## src/rtl/pipe_ctrl_pkg.sv

```systemverilog
// Shared types and constants for the pipeline stall/flush controller.
package pipe_ctrl_pkg;

  typedef enum logic {
    IDLE    = 1'b0,
    MD_BUSY = 1'b1
  } md_state_e;

  localparam int REG_W = 5;
  localparam logic [REG_W-1:0] ZERO_REG = 5'd0;

  localparam int MD_LAT_DEF      = 32;
  localparam int MEM_TIMEOUT_DEF = 255;

endpackage

```

## src/rtl/load_use_detect.sv

```systemverilog
// Combinational load-use comparator: the ID instruction needs a register
// that the load currently in EX has not produced yet.
module load_use_detect
  import pipe_ctrl_pkg::*;
(
  input  logic             ex_memread,
  input  logic [REG_W-1:0] ex_rt,
  input  logic [REG_W-1:0] id_rs,
  input  logic [REG_W-1:0] id_rt,
  input  logic             id_uses_rt,
  output logic             lu_hazard
);

  // r0 is hardwired to zero, so a load targeting it never creates a dependency
  assign lu_hazard = ex_memread && (ex_rt != ZERO_REG) &&
                     ((ex_rt == id_rs) || (id_uses_rt && (ex_rt == id_rt)));

endmodule

```

## src/rtl/pipe_hazard_ctrl.sv

```systemverilog
// Central stall/flush controller for the 5-stage pipeline: load-use,
// taken branch, multi-cycle MUL/DIV and data-memory wait handling.
module pipe_hazard_ctrl
  import pipe_ctrl_pkg::*;
#(
  parameter int MD_LAT      = MD_LAT_DEF,
  parameter int MEM_TIMEOUT = MEM_TIMEOUT_DEF,
  parameter int CNT_W       = 32
) (
  input  logic             clk,
  input  logic             rst,
  input  logic [REG_W-1:0] id_rs,
  input  logic [REG_W-1:0] id_rt,
  input  logic             id_uses_rt,
  input  logic             ex_memread,
  input  logic [REG_W-1:0] ex_rt,
  input  logic             ex_branch_taken,
  input  logic             ex_md_start,
  input  logic             mem_req,
  input  logic             dmem_ready,
  output logic             en_pc,
  output logic             en_ifid,
  output logic             en_idex,
  output logic             en_exmem,
  output logic             en_memwb,
  output logic             flush_ifid,
  output logic             flush_idex,
  output logic             flush_exmem,
  output logic             flush_memwb,
  output logic             md_done,
  output logic             mem_err,
  output logic [CNT_W-1:0] stall_cnt
);

  localparam int MDC_W = (MD_LAT > 1) ? $clog2(MD_LAT) : 1;
  localparam int WC_W  = (MEM_TIMEOUT > 1) ? $clog2(MEM_TIMEOUT + 1) : 1;
  localparam logic [MDC_W-1:0] MD_LOAD = MDC_W'(MD_LAT - 1);
  localparam logic [WC_W-1:0]  WC_THR  = WC_W'(MEM_TIMEOUT - 1);
  localparam logic [WC_W-1:0]  WC_MAX  = {WC_W{1'b1}};

  md_state_e        state, state_next;
  logic [MDC_W-1:0] md_cnt, md_cnt_next;
  logic [WC_W-1:0]  wait_cnt, wait_cnt_next;
  logic             lu_hazard;
  logic             mem_wait;
  logic             md_stall;
  logic             md_release;
  logic raw_en_pc, raw_en_ifid, raw_en_idex, raw_en_exmem, raw_en_memwb;
  logic raw_flush_ifid, raw_flush_idex, raw_flush_exmem, raw_flush_memwb;

  load_use_detect u_lud (
    .ex_memread (ex_memread),
    .ex_rt      (ex_rt),
    .id_rs      (id_rs),
    .id_rt      (id_rt),
    .id_uses_rt (id_uses_rt),
    .lu_hazard  (lu_hazard)
  );

  assign mem_wait = mem_req && !dmem_ready;

  // MUL/DIV occupancy FSM; the countdown runs through memory waits but the
  // release is held until the wait is over
  always_comb begin
    state_next  = state;
    md_cnt_next = md_cnt;
    md_stall    = 1'b0;
    md_release  = 1'b0;
    case (state)
      IDLE: begin
        if (!mem_wait && ex_md_start) begin
          md_stall    = 1'b1;
          md_cnt_next = MD_LOAD;
          state_next  = MD_BUSY;
        end else begin
          md_stall    = 1'b0;
        end
      end
      MD_BUSY: begin
        if (md_cnt != {MDC_W{1'b0}}) begin
          md_stall    = 1'b1;
          md_cnt_next = md_cnt - {{(MDC_W-1){1'b0}}, 1'b1};
        end else if (!mem_wait) begin
          md_release  = 1'b1;
          state_next  = IDLE;
        end else begin
          md_release  = 1'b0;
        end
      end
      default: begin
        state_next  = IDLE;
        md_cnt_next = {MDC_W{1'b0}};
      end
    endcase
  end

  // Priority resolution of enables and flushes
  always_comb begin
    raw_en_pc       = 1'b1;
    raw_en_ifid     = 1'b1;
    raw_en_idex     = 1'b1;
    raw_en_exmem    = 1'b1;
    raw_en_memwb    = 1'b1;
    raw_flush_ifid  = 1'b0;
    raw_flush_idex  = 1'b0;
    raw_flush_exmem = 1'b0;
    raw_flush_memwb = 1'b0;
    if (mem_wait) begin
      raw_en_pc       = 1'b0;
      raw_en_ifid     = 1'b0;
      raw_en_idex     = 1'b0;
      raw_en_exmem    = 1'b0;
      raw_flush_memwb = 1'b1;
    end else if (md_stall) begin
      raw_en_pc       = 1'b0;
      raw_en_ifid     = 1'b0;
      raw_en_idex     = 1'b0;
      raw_flush_exmem = 1'b1;
    end else if (ex_branch_taken) begin
      // the ID instruction is wrong-path, so any load-use stall is moot
      raw_flush_ifid  = 1'b1;
      raw_flush_idex  = 1'b1;
    end else if (lu_hazard) begin
      raw_en_pc       = 1'b0;
      raw_en_ifid     = 1'b0;
      raw_flush_idex  = 1'b1;
    end else begin
      raw_en_pc       = 1'b1;
    end
  end

  // Saturating count of consecutive wait cycles
  always_comb begin
    if (!mem_wait) begin
      wait_cnt_next = {WC_W{1'b0}};
    end else if (wait_cnt == WC_MAX) begin
      wait_cnt_next = wait_cnt;
    end else begin
      wait_cnt_next = wait_cnt + {{(WC_W-1){1'b0}}, 1'b1};
    end
  end

  assign en_pc       = rst && raw_en_pc;
  assign en_ifid     = rst && raw_en_ifid;
  assign en_idex     = rst && raw_en_idex;
  assign en_exmem    = rst && raw_en_exmem;
  assign en_memwb    = rst && raw_en_memwb;
  assign flush_ifid  = rst && raw_flush_ifid;
  assign flush_idex  = rst && raw_flush_idex;
  assign flush_exmem = rst && raw_flush_exmem;
  assign flush_memwb = rst && raw_flush_memwb;
  assign md_done     = rst && md_release;

  // State, counters and sticky timeout flag
  always_ff @(posedge clk or negedge rst) begin
    if (!rst) begin
      state     <= IDLE;
      md_cnt    <= {MDC_W{1'b0}};
      wait_cnt  <= {WC_W{1'b0}};
      mem_err   <= 1'b0;
      stall_cnt <= {CNT_W{1'b0}};
    end else begin
      state    <= state_next;
      md_cnt   <= md_cnt_next;
      wait_cnt <= wait_cnt_next;
      if (mem_wait && (wait_cnt >= WC_THR)) begin
        mem_err <= 1'b1;
      end else begin
        mem_err <= mem_err;
      end
      if (!raw_en_pc) begin
        stall_cnt <= stall_cnt + {{(CNT_W-1){1'b0}}, 1'b1};
      end else begin
        stall_cnt <= stall_cnt;
      end
    end
  end

endmodule

```

## config.mk

```make
export PLATFORM = sky130hd
export DESIGN_NAME = pipe_hazard_ctrl
export DESIGN_NICKNAME = d
export VERILOG_FILES = /design/src/rtl/pipe_ctrl_pkg.sv /design/src/rtl/load_use_detect.sv /design/src/rtl/pipe_hazard_ctrl.sv
export SDC_FILE = /design/constraint.sdc
export NUM_CORES = 1
export LEC_CHECK = 0
export CORE_MARGIN = 10
export CORE_UTILIZATION = 48
export DETAILED_ROUTE_END_ITERATION = 12
export GPL_TIMING_DRIVEN = 0
export PLACE_DENSITY = 0.77
export RECOVER_POWER = 50
export SYNTH_ARGS = -nofsm -noshare
export SYNTH_HDL_FRONTEND = slang
export SYNTH_SLANG_ARGS = --single-unit
```

## constraint.sdc

```tcl
create_clock -name clk -period 2.55 [get_ports clk]
set_clock_uncertainty 0.15 [all_clocks]
set_input_delay 0.3825 -clock clk [delete_from_list [all_inputs] [get_ports clk]]
set_output_delay 0.3825 -clock clk [all_outputs]
set_load 0.005 [all_outputs]
```

==> flow_summary_export.csv <==
group,metric,value,unit
run_status,violations,"negative setup slack",
synthesis,synth-adder-area-share,0.0252,
place,dp_cells,381,
synthesis,synth_top_family_by_area,"simple AND/OR/NAND/NOR gates",
global_route,grt-ovfl-total,0,
sta,setup_viol,8,
sta,hold_violations,0,
cells_and_area,final_cells,420,
floorplan,core_area,5040,µm²
route,wire_per_inst,17.8,µm
global_route,grtUsageTotal,0.161,
critical_path,crit_fanout,3,
floorplan,fp.dieH,91.9,µm
global_route,grt_pass1_vias,2260,
min_path,hold_path.startpoint,"mem_err",
synthesis,netlist_top_cells_area,"dfrtp_1 (47%), xnor2_1 (12%), and3_1 (5.3%)",
cells_and_area,fillers,338,
run_status,outcome,"finished, violations left",
critical_path,cp_slowest_cell,"dfrtp_1",
critical_path,cp-start-kind,"flop",
cells_and_area,nNetsFinal,376,
floorplan,die_area,8440,µm²
synthesis,synthMuxAreaShare,0.00454,
critical_path,path_class,"flop to flop",
floorplan,placementRows,26,
route,antenna_left,0,
run,drv_cap,0,
cells_and_area,drive_above_1_share,0.189,
cells_and_area,synthToLayoutAreaGrowth,49.4,%
critical_path,crit_family,"buffers and inverters",
synthesis,synth_xor_area_frac,0.170,
sta,timing.final.ws_setup,-235,ps
route,totalWireLength,7490,µm
place,gp_congestion,0.775,
route,via_count,2267,
synthesis,syn-num-nets,273,
sta,worst_slew_pin_slew,1020,ps
synthesis,yosysTopAreaCell,"dfrtp_1",
floorplan,start_util,0.492,
synthesis,ys.warnings.count,0,
critical_path,r2r_slack,-240,ps
critical_path,crit_top_cell,"buf_4",
sta,finalCritPeriodShare,1.09,
synthesis,synth_compound_area_frac,0.0499,
critical_path,cp-end-kind,"flop",
critical_path,cp_num_cells,17,
clock_network,insertion_delay,310,ps
synthesis,ys_seq_area_frac,0.474,
critical_path,path_cells,"inv_2 > buf_6 > buf_4 > buf_4 > buf_4 > buf_4 > buf_4 > buf_4 > buf_4 > buf_4 > buf_4 > buf_4 > buf_6 > ha_4 > buf_4 > a21oi_1 > o21ai_1",
clock_network,ctsRootBufferMaster,"clkbuf_8",
critical_path,r2r_cells,17,
power_and_ir_drop,peakVddDrop,471,µV
synthesis,ys_ff_latch,47,
place,hpwlAfterDp,4630,µm
cells_and_area,postLayoutCoreUtil,0.735,
floorplan,ios,66,
cells_and_area,final_common_cell,"clkdlybuf4s50_1",
sta,min_period,2790,ps
clock_network,cts.sinks,47,
synthesis,avgSynthCellArea,10.1,µm²
synthesis,synth_top_area_share,0.474,
sta,slew_viol_final,0,
place,portBuffers,65,
clock_network,cts_tree,"yes",
critical_path,r2r-start,"md_cnt[0]",
route,drc,0,
route,viasPerCell,5.40,
critical_path,regToRegEndpoint,"md_cnt[2]",
min_path,worstHoldPathType,"flop to flop",
critical_path,critical_path.startpoint,"md_cnt[0]",
sta,rsz0062_at_grt,"yes",
floorplan,die_x,91.9,µm
global_route,grt_pass1_wl,11200,µm
sta,fmax,359,MHz
sta,max-slew-margin-rel,0.321,
critical_path,crit_path_max_incr_delay,400,ps
critical_path,crit_path_end,"md_cnt[2]",
synthesis,syn_inst,245,
min_path,hold_path_depth,1,
clock_network,numCtsBuffers,5,
critical_path,critPathArrivalTime,2810,ps
critical_path,critPathRequiredTime,2580,ps
route,drt_iter0_drc,151,
power_and_ir_drop,power_leakage,1.65,nW
critical_path,cp.buffers_inverters,14,
clock_network,clk_path_buf_depth,2,
clock_network,path_clk_slew,90,ps
synthesis,mappedNetlistArea,2480,µm²
global_route,antenna_found_initial,1,
global_route,grt_max_degree,27,
synthesis,netlist-cell-type-count,35,
power_and_ir_drop,power_density,705,nW/µm²
route,firstDrtPassIters,4,
clock_network,htreeDepth,2,
synthesis,synth-simple-area-share,0.244,
cells_and_area,layout_common_cells,"clkdlybuf4s50_1 (50), dfrtp_1 (47), xnor2_1 (34)",
==> report_power, final <==
part / internal [W] / switching [W] / leakage [nW]
combinational: 0.000601 / 0.000481 / 0.974
sequential: 0.000838 / 0.000142 / 0.621
clock: 0.000292 / 0.000259 / 0.0581
total: 0.00173 / 0.000882 / 1.65
==> flip-flops by register name (all words and copies together), names as in the netlist <==
signal and count:
mem_err 1, wait_cnt 8, state 1, stall_cnt 32, md_cnt 5
==> Yosys cell counts <==
cell	count
dfrtp_1	47
xnor2_1	34
and3_1	21
nand4_1	19
nand2_1	18
xor2_1	14
nand3_1	13
nor2_1	12
nor3_1	8
and2_1	6
buf_4	5
clkbuf_1	5
ha_1	5
nand2b_1	5
inv_1	4
o21ai_0	4
a211oi_1	2
a21oi_1	2
a31oi_1	2
nor2b_1	2
nor4_1	2
nor4b_1	2
a21boi_0	1
a32oi_1	1
and4_1	1
buf_1	1
buf_2	1
mux2_2	1
nor4bb_1	1
o211ai_1	1
o21a_1	1
o21ai_1	1
o31a_1	1
o31ai_4	1
or4_1	1
==> worst min path at each step <==
| stage | to |
|---|---|
| after global routing | mem_err |
| after detailed placement | md_cnt[0] |
| after global placement | mem_err |
| after CTS | mem_err |
| final | mem_err |
| after floorplan | md_cnt[0] |
==> routing by layer <==
metal  part of all wire  routed length, µm  vias up  GRT usage
met1               0.40               2960     1105      0.185
met4              0.031                229        0     0.0733
met3              0.068                509       20     0.0579
met2               0.51               3790       78      0.262
li1                   -                  -     1064          -
met5                  0                  0        -          0
==> through the flow <==
step	worst slack (ps)	TNS (ps)	total power (W)	hold slack, ps	cell area [µm²]
after floorplan	197	0	0.00130	-63.1	2480
after global placement	-1620	-43590	0.00161	300	3220
after detailed placement	-620	-11280	0.00165	268	3230
after CTS	-122	-173	0.00241	332	3570
after global routing	-274	-1660	0.00274	360	3700
final	-235	-1120	0.00261	323	3700
==> what timing repair did <==
action,4_1_cts,5_1_grt
resized for setup,31,25
endpoints found under the hold margin,23,0
gates cloned,0,1
pin swaps,5,8
hold buffers,2,0
buffers inserted,21,7
endpoints found under the setup margin,9,37
==> cell type report <==
type / count / area [µm²] / area share
buffer: 11 / 68.8 / 0.0186
sequential: 47 / 1180 / 0.317
timing repair buffer: 97 / 918 / 0.248
clock buffer: 5 / 68.8 / 0.0186
clock inverter: 3 / 43.8 / 0.0118
multi-input combinational: 182 / 1320 / 0.357
antenna: 1 / 2.50 / 0.000675
tap: 70 / 87.6 / 0.0236
inverter: 4 / 15.0 / 0.00405
==> kinds of logic (layout without fill, tap and decap cells) <==
| logic type | count (synthesis) | count (layout) |
|---|---|---|
| other cells | 0 | 1 |
| mux | 1 | 1 |
| xor+xnor | 48 | 48 |
| compound gates | 17 | 17 |
| simple gates | 111 | 111 |
| buf+inv | 16 | 120 |
| fa+ha+maj | 5 | 5 |
| flops | 47 | 47 |
(Power assumes the default switching activity.)
